==> src/rtl/svi_chan_pkg.sv <==
// Shared definitions for the multi-channel FIFO: default parameters,
// occupancy-width function and packed channel-slice helper.
package svi_chan_pkg;

   localparam int DEF_WIDTH          = 8;
   localparam int DEF_DEPTH          = 4;
   localparam int DEF_NUM_CH         = 2;
   localparam int DEF_CLR_ON_DISABLE = 0;

   // Occupancy needs one extra bit so that a full FIFO (count == DEPTH) is representable.
   function automatic int cnt_w(input int depth);
      return $clog2(depth) + 1;
   endfunction

   // LSB of channel ch inside a packed NUM_CH*width bus.
   function automatic int ch_lsb(input int ch, input int width);
      return ch * width;
   endfunction

endpackage

==> src/rtl/svi_chan_fifo_ch.sv <==
// Single FIFO channel: flop storage, wrapping pointers, occupancy count and
// sticky overflow flag.
module svi_chan_fifo_ch
   import svi_chan_pkg::*;
#(
   parameter int WIDTH          = DEF_WIDTH,
   parameter int DEPTH          = DEF_DEPTH,
   parameter int CLR_ON_DISABLE = DEF_CLR_ON_DISABLE
) (
   input  logic                      i_clk,
   input  logic                      i_arst,
   input  logic                      en,
   input  logic                      wr_valid,
   input  logic [WIDTH-1:0]          wr_data,
   output logic                      wr_ready,
   output logic                      rd_valid,
   output logic [WIDTH-1:0]          rd_data,
   input  logic                      rd_ready,
   output logic [cnt_w(DEPTH)-1:0]   count,
   output logic                      ovf
);

   localparam int PW = $clog2(DEPTH);
   localparam int CW = cnt_w(DEPTH);

   logic [WIDTH-1:0] mem [DEPTH];
   logic [PW-1:0]    wr_ptr;
   logic [PW-1:0]    rd_ptr;
   logic [CW-1:0]    cnt;
   logic             ovf_q;
   logic             push;
   logic             pop;
   logic             drop;

   // Handshake: a transfer happens on a rising edge when en is high and both
   // valid and ready are high; ready/valid come from the registered count only.
   assign wr_ready = (cnt < CW'(DEPTH));
   assign rd_valid = (cnt != '0);
   assign push     = en & wr_valid & wr_ready;
   assign pop      = en & rd_valid & rd_ready;
   assign drop     = en & wr_valid & ~wr_ready;

   always_ff @(posedge i_clk or negedge i_arst) begin
      if (!i_arst) begin
         wr_ptr <= '0;
         rd_ptr <= '0;
         cnt    <= '0;
         ovf_q  <= 1'b0;
      end else if (en) begin
         if (push) wr_ptr <= wr_ptr + PW'(1);
         if (pop)  rd_ptr <= rd_ptr + PW'(1);
         case ({push, pop})
            2'b10:   cnt <= cnt + CW'(1);
            2'b01:   cnt <= cnt - CW'(1);
            default: cnt <= cnt;
         endcase
         if (drop) ovf_q <= 1'b1;
      end else if (CLR_ON_DISABLE != 0) begin
         // Flush while disabled; the sticky overflow flag survives.
         wr_ptr <= '0;
         rd_ptr <= '0;
         cnt    <= '0;
      end
   end

   // Storage is deliberately not reset; only an accepted push writes it.
   always_ff @(posedge i_clk) begin
      if (push) mem[wr_ptr] <= wr_data;
   end

   assign rd_data = mem[rd_ptr];
   assign count   = cnt;
   assign ovf     = ovf_q;

endmodule

==> src/rtl/svi_chan_fifo.sv <==
// NUM_CH independent FIFO channels sharing one clock, reset and enable,
// with all per-channel data packed onto flat buses.
module svi_chan_fifo
   import svi_chan_pkg::*;
#(
   parameter int WIDTH          = DEF_WIDTH,
   parameter int DEPTH          = DEF_DEPTH,
   parameter int NUM_CH         = DEF_NUM_CH,
   parameter int CLR_ON_DISABLE = DEF_CLR_ON_DISABLE
) (
   input  logic                             i_clk,
   input  logic                             i_arst,
   input  logic                             en,
   input  logic [NUM_CH-1:0]                i_valid,
   input  logic [NUM_CH*WIDTH-1:0]          i_data,
   output logic [NUM_CH-1:0]                o_ready,
   output logic [NUM_CH-1:0]                o_valid,
   output logic [NUM_CH*WIDTH-1:0]          o_data,
   input  logic [NUM_CH-1:0]                i_ready,
   output logic [NUM_CH*cnt_w(DEPTH)-1:0]   o_count,
   output logic [NUM_CH-1:0]                o_ovf
);

   localparam int CW = cnt_w(DEPTH);

   for (genvar c = 0; c < NUM_CH; c++) begin : g_ch
      svi_chan_fifo_ch #(
         .WIDTH          (WIDTH),
         .DEPTH          (DEPTH),
         .CLR_ON_DISABLE (CLR_ON_DISABLE)
      ) u_ch (
         .i_clk    (i_clk),
         .i_arst   (i_arst),
         .en       (en),
         .wr_valid (i_valid[c]),
         .wr_data  (i_data[ch_lsb(c, WIDTH) +: WIDTH]),
         .wr_ready (o_ready[c]),
         .rd_valid (o_valid[c]),
         .rd_data  (o_data[ch_lsb(c, WIDTH) +: WIDTH]),
         .rd_ready (i_ready[c]),
         .count    (o_count[ch_lsb(c, CW) +: CW]),
         .ovf      (o_ovf[c])
      );
   end

endmodule
==> config.mk <==
export PLATFORM = sky130hd
export DESIGN_NAME = svi_chan_fifo
export DESIGN_NICKNAME = d
export VERILOG_FILES = /design/src/rtl/svi_chan_pkg.sv /design/src/rtl/svi_chan_fifo_ch.sv /design/src/rtl/svi_chan_fifo.sv
export SDC_FILE = /design/constraint.sdc
export NUM_CORES = 1
export LEC_CHECK = 0
export ABC_AREA = 0
export BUFFER_PORTS_ARGS = -buffer_cell sky130_fd_sc_hd__buf_4
export CORE_ASPECT_RATIO = 1.75
export CORE_MARGIN = 1
export CORE_UTILIZATION = 56
export CTS_CLUSTER_SIZE = 30
export DETAILED_ROUTE_END_ITERATION = 6
export PLACE_DENSITY = 0.76
export REMOVE_ABC_BUFFERS = 1
export SLEW_MARGIN = 20
export SYNTH_ARGS = -nofsm -noshare
export SYNTH_HDL_FRONTEND = slang
export SYNTH_SLANG_ARGS = --single-unit
export TNS_END_PERCENT = 100
==> constraint.sdc <==
create_clock -name i_clk -period 2.1 [get_ports i_clk]
set_input_delay 0.105 -clock i_clk [delete_from_list [all_inputs] [get_ports i_clk]]
set_output_delay 0.105 -clock i_clk [all_outputs]
set_load 0.02 [all_outputs]
* Word level (Yosys, flattened, before mapping)
Memories as Yosys holds them, arrays and structs flattened. Cells that the tools add are included.
Word-level totals: logic and storage cells 54, register bits 16, output and inout bits 28, bits in writable memories 64, input port bits 23, memories kept 2
Cells by class: multiplexer cells 6, $lt $le $gt $ge 2, add/subtract/negate cells 8, reduce and logical (&&, ||, !) cells 12, eq/ne operators 4, bitwise operators 12
Memory list:
- g_ch[0].u_ch.mem | words 4, bits a word 8, read ports 1, clocked after Yosys merged registers in 0, wr ports 1, RTL line svi_chan_fifo_ch.sv:26 | logic [WIDTH-1:0] mem [DEPTH];
- g_ch[1].u_ch.mem | words 4, bits a word 8, read ports 1, clocked after Yosys merged registers in 0, wr ports 1, RTL line svi_chan_fifo_ch.sv:26
Operators by type and width (number):
- 2-bit AND reduction | 8
- 3-bit one-hot mux with 2 select lines | 2
- 1-bit bitwise AND | 10
- 2-bit by 1-bit adder with 2-bit output, second input constant | 4
- 3-bit by 1-bit adder with 3-bit output, second input constant | 2
- 3-bit less-than comparator, second input constant | 2
- 3-bit nonzero test | 2
- 3-bit by 1-bit subtractor with 3-bit output, second input constant | 2
- 2-bit by 1-bit == test with 1-bit output, second input constant | 2
- 2-bit == test, second input constant | 2
- 1-bit two-way mux | 4
- 2-bit nonzero test | 2
- 1-bit NOT | 2

* Logic depth before layout (Yosys ltp)
depth after elaboration 6, gate-level depth with buffers 9, depth with buffers taken out 9

* Hierarchy
From an unflattened synthesis, not the netlist that was laid out.
Unflattened totals: cells, all modules 168, area, all modules 3258.1 um^2
Modules (own cells, without submodules):
- svi_chan_fifo_ch | cells each 84, sequential area each 1161.1 um^2, area an instance 1629.1 um^2, times used 2

* Worst setup path before layout
No wires, ideal clock.
path kind register -> register, start register g_ch[1].u_ch.cnt[2], end register g_ch[1].u_ch.cnt[1], cell stages (with the launch flop) 6, setup time 83 ps, data required time 2017 ps, arrival 1755 ps, path buffers 0, slack 262 ps, period minus slack after synthesis 1838 ps, path through dfrtp_1 o311a_2 ha_1 inv_1 fa_1 o21ai_0
On the way: cells in the longest elaborated chain, start to end 6, elaborated cells on any way between the ends 10, those cells by class 1 x order compare; 2 x eq/ne; 1 x mux; 3 x bitwise; 3 x reduce/logical
Ends and longest elaborated chain:
- from (decl) | RTL line svi_chan_fifo_ch.sv:29 | logic [CW-1:0] cnt;
- from (signal assigned) | RTL line svi_chan_fifo_ch.sv:53 | 2'b10: cnt <= cnt + CW'(1);
- from (signal assigned) | RTL line svi_chan_fifo_ch.sv:54 | 2'b01: cnt <= cnt - CW'(1);
- from (signal assigned) | RTL line svi_chan_fifo_ch.sv:55 | default: cnt <= cnt;
- parallel branches: the longest is 6 deep, another holds 3-bit less-than comparator
Parallel ways; which one is timed is not known. A chain may end at the register's enable or synchronous reset.

* Final worst setup path
start register g_ch[0].u_ch.rd_ptr[0], end output port o_data[6]
On the way: cells in the longest elaborated chain, start to end 1
Ends and longest elaborated chain:
- from (decl) | RTL line svi_chan_fifo_ch.sv:28 | logic [PW-1:0] rd_ptr;
- from (signal assigned) | RTL line svi_chan_fifo_ch.sv:51 | if (pop) rd_ptr <= rd_ptr + PW'(1);
- memory read 4 x 8 bit
- to (decl) | RTL line svi_chan_fifo.sv:18 | output logic [NUM_CH*WIDTH-1:0] o_data,
No other way between the ends.

==> results <==
- The I/O pin count is 51.
- The die covers roughly 0.006 mm^2.
- For the worst setup path, the data arrival time is roughly 1.8 ns.
- At the end of the flow, the number of nets in the layout was between 200 and 300.
- Row generation in the floorplan step produced 36 rows.
- The number of warning messages in the yosys log is 0.
- For this block, the routed nets add up to between 5 and 6 mm of wire.
- The starting density of the core is 0.5865.
- In the synthesized netlist, the number of instances is ~170.
- The pin count of the biggest net entering global routing is 17.
- The number of global-route vias before repair is 1797.
- Dividing the synthesized area by the synthesized cell count gives between 15 and 20 um^2.
- The power density normalized to cell area is approximately 1200 mW/mm^2.
- The relative area change from synthesis to final layout is 22.31%.
- The number of hold-slack violations in the final timing report is 0.
- The maximum clock skew at final layout is between 0.003 and 0.004 ns.
- At the worst endpoint, the required time is 2.00 ns.
- In this run the horizontal extent of the chip is ~60 um.
- The number of buffers inserted by port buffering is 50.
- The first-pass detailed-route iteration total is 4.
- The share of synthesized area in the top cell type comes to 0.5867.
- For this block, the via count after detailed routing is about 1600.
- For this block, the initial DRC count from the detailed router was 39.
- The global-route wire length before repair is 8.307 mm.
- STA classifies the critical path endpoint as an output port.
- Setup violations remaining at the end of the flow were counted as 0.
- The total routing resource utilization after global routing is 0.1994.
- The ratio of routed vias to standard cells is 5.080.
- The number of antenna violations at the first check in global routing is 0.
- Across the run, the number of max-cap violations was 0.
- The leakage power is ~1.5 nW.
- The floorplan step set the die height to 103.2 um.
- Of the available clock period, the critical path in the final layout requires 0.9125.
- The number of pins with negative max-slew slack in the final report is 0.
- STA classifies the critical path startpoint as a register.
- The flow ran to the end, and the final reports show no timing, DRC or antenna violations.
- Clock-pin slew was measured on the worst setup and hold paths at about 0.070 ns.
- The detailed-route wire length per cell is around 17 um.
- The antenna diode count is 0.
- The startpoint identified for the worst hold timing path is i_valid[0].
- In the layout the commonest cells are 64 x sky130_fd_sc_hd__edfxtp_1, 51 x sky130_fd_sc_hd__buf_4, 17 x sky130_fd_sc_hd__dlygate4sd3_1, 16 x sky130_fd_sc_hd__mux4_2, 16 x sky130_fd_sc_hd__dfrtp_1.
- Counting flops and latches in the post-synthesis netlist gives 80.
- The startpoint identified for the worst register-to-register timing path is g_ch[1].u_ch.count[2]$_DFFE_PN0P_.
- Of the cells placed in the final design, the portion with a size suffix greater than 1 is 0.3306.
- The synthesized cell area is roughly 0.0033 mm^2.
- The routability congestion estimate is 0.9064.
- The critical setup path kind is reg2out.
- The worst register-to-register path has a setup slack of 0.24 ns.
- Setup repair after global routing left no endpoint under its margin.
- The most common library cell in the layout ignoring fill and taps is sky130_fd_sc_hd__edfxtp_1.
- The filler cell count is 400.
- The sum of negative setup slack is 0 ns.
- The count of cells along the worst register-to-register path is 7.
- The last element of the critical path is o_data[6].
- The number of CTS-inserted buffers is 9.
- The distinct cell type count of the synthesized netlist is 23.
- For this run, the register share of the synthesized area comes to 0.7089.
- Sorting the synthesized cells by area gives the leading types as sky130_fd_sc_hd__edfxtp_1 59%, sky130_fd_sc_hd__dfrtp_1 12%, sky130_fd_sc_hd__mux4_2 11%.
- The area taken by flip-flops and latches is about 0.0023 mm^2.
- The detailed placer's ending HPWL is between 3 and 4 mm.
- Once detail routing completed, the nets flagged for antenna violations numbered 0.
- The level count of the clock H-tree is 3.
- The clock tree from TritonCTS is yes.
- The cell sitting at the root of the clock tree is a sky130_fd_sc_hd__clkbuf_8.
- Based on the critical path, the design can be clocked at up to roughly 520 MHz.
- The largest total area in the synthesized netlist belongs to sky130_fd_sc_hd__edfxtp_1.
- The relative slew slack is 0.6129.
- The smallest clock period supported by the final layout is computed as ~1.9 ns.
- In this run the deepest clock path goes through 2 buffers.
- The number of gates resized after CTS was 0.
- The final design utilization is 0.7173.
- The multi-input combinational cells in the finished layout cover a total of approximately 830 um^2.
- The floorplan step defined a core boundary enclosing about 0.0056 mm^2.
- The worst min-delay path class is in2reg.
- For the pin with the worst max-slew slack, the measured transition is between 0.5 and 0.6 ns.
- The worst register-to-register path ends at g_ch[1].u_ch.count[2]$_DFFE_PN0P_.
- For this run, design rule violations remaining after detail routing come to 0.
- The total overflow left after global routing is 0.
- The launching element of the worst setup path is g_ch[0].u_ch.rd_ptr[0]$_DFFE_PN0P_.
- IR analysis of the VDD net gives a maximum drop of approximately 0.8 mV.
- For this design, the sink count on the clock tree is 80.
- Along the worst path, the maximum fanout reaches 9.
- Clock latency on the worst-skew pair, taken at its later pin, is approximately 0.34 ns.
-- kinds of logic after synthesis --
family	synth area share
simple gates	0.03896
fa+ha+maj	0.05042
mux	0.1169
compound gates	0.01413
buf+inv	0.03858
xor+xnor	0.03209
flops	0.7089
-- state kept, by name (all words and copies together) (netlist names) --
name              flops
g_ch.u_ch.mem        64
g_ch.u_ch.count       6
g_ch.u_ch.rd_ptr      4
g_ch.u_ch.wr_ptr      4
g_ch.u_ch.ovf         2
-- where the power goes --
| group | internal, mW | switching (mW) | leakage [nW] |
|---|---|---|---|
| registers | 1.94 | 0.310 | 0.760 |
| logic | 0.849 | 0.815 | 0.668 |
| clock network | 0.422 | 0.486 | 0.0794 |
| total | 3.21 | 1.61 | 1.51 |
-- critical path: stages, from the launching register on --
cell and delay, ns:
sky130_fd_sc_hd__dfrtp_1 0.69, sky130_fd_sc_hd__mux4_2 0.60, sky130_fd_sc_hd__buf_4 0.18
-- per-stage QoR --
step	total power [mW]	setup slack, ns	instance area, um^2	cells	hold WS, ns
4_1_cts	4.886	0.1256	4006	324	0.08881
2_1_floorplan	3.268	0.2619	3202	164	-0.1906
3_3_place_gp	3.862	0.3296	3680	291	-0.02877
6_report	4.822	0.1837	4006	324	0.1108
3_5_place_dp	3.944	0.2608	3680	291	-0.01834
5_1_grt	5.096	0.04770	4006	324	0.1155
-- layer usage --
metal,wire length [um],track usage,part of all wire,vias up
met1,1896,0.1918,0.35,825
met2,3326,0.3658,0.61,41
met5,0,0,0,-
met3,189,0.06841,0.035,6
met4,58,0.09481,0.011,0
li1,-,-,-,774
-- area by class of cell --
cell class / count / area share
flip-flops and latches: 80 / 0.5796
multi-input cells: 70 / 0.2064
repair buffers: 68 / 0.1380
clock buffers: 12 / 0.03373
well taps: 76 / 0.02374
inverters: 14 / 0.01312
clock inverters: 4 / 0.005309
-- worst min path at each step --
stage	cells after the start	end	slack, ns
global route	3	g_ch[1].u_ch.ovf$_DFFE_PN0P_	0.12
finish	3	g_ch[0].u_ch.ovf$_DFFE_PN0P_	0.11
CTS	3	g_ch[0].u_ch.ovf$_DFFE_PN0P_	0.09
floorplan	0	g_ch[0].u_ch.count[0]$_DFFE_PN0P_	-0.19
detailed placement	1	g_ch[0].u_ch.wr_ptr[0]$_DFFE_PN0P_	-0.02
global placement	1	g_ch[0].u_ch.ovf$_DFFE_PN0P_	-0.03
-- synthesized netlist by cell type --
cell type	number
sky130_fd_sc_hd__and2_1	8
sky130_fd_sc_hd__buf_4	7
sky130_fd_sc_hd__buf_6	1
sky130_fd_sc_hd__clkbuf_2	2
sky130_fd_sc_hd__dfrtp_1	16
sky130_fd_sc_hd__edfxtp_1	64
sky130_fd_sc_hd__fa_1	2
sky130_fd_sc_hd__ha_1	10
sky130_fd_sc_hd__inv_1	14
sky130_fd_sc_hd__mux2_1	2
sky130_fd_sc_hd__mux4_2	16
sky130_fd_sc_hd__nand2_1	5
sky130_fd_sc_hd__nand2_2	1
sky130_fd_sc_hd__nand2b_1	2
sky130_fd_sc_hd__nand3_1	2
sky130_fd_sc_hd__nor2_1	2
sky130_fd_sc_hd__nor2_4	2
sky130_fd_sc_hd__o21ai_0	2
sky130_fd_sc_hd__o21bai_1	2
sky130_fd_sc_hd__o311a_1	1
sky130_fd_sc_hd__o311a_2	1
sky130_fd_sc_hd__xnor2_1	8
sky130_fd_sc_hd__xor2_1	4
-- timing repair --
| action | 4_1_cts | 5_1_grt |
|---|---|---|
| hold buffers | 17 | 0 |
| buffers inserted | 0 | 0 |
| endpoints found under the hold margin | 80 | 0 |
(Power assumes the default switching activity.)
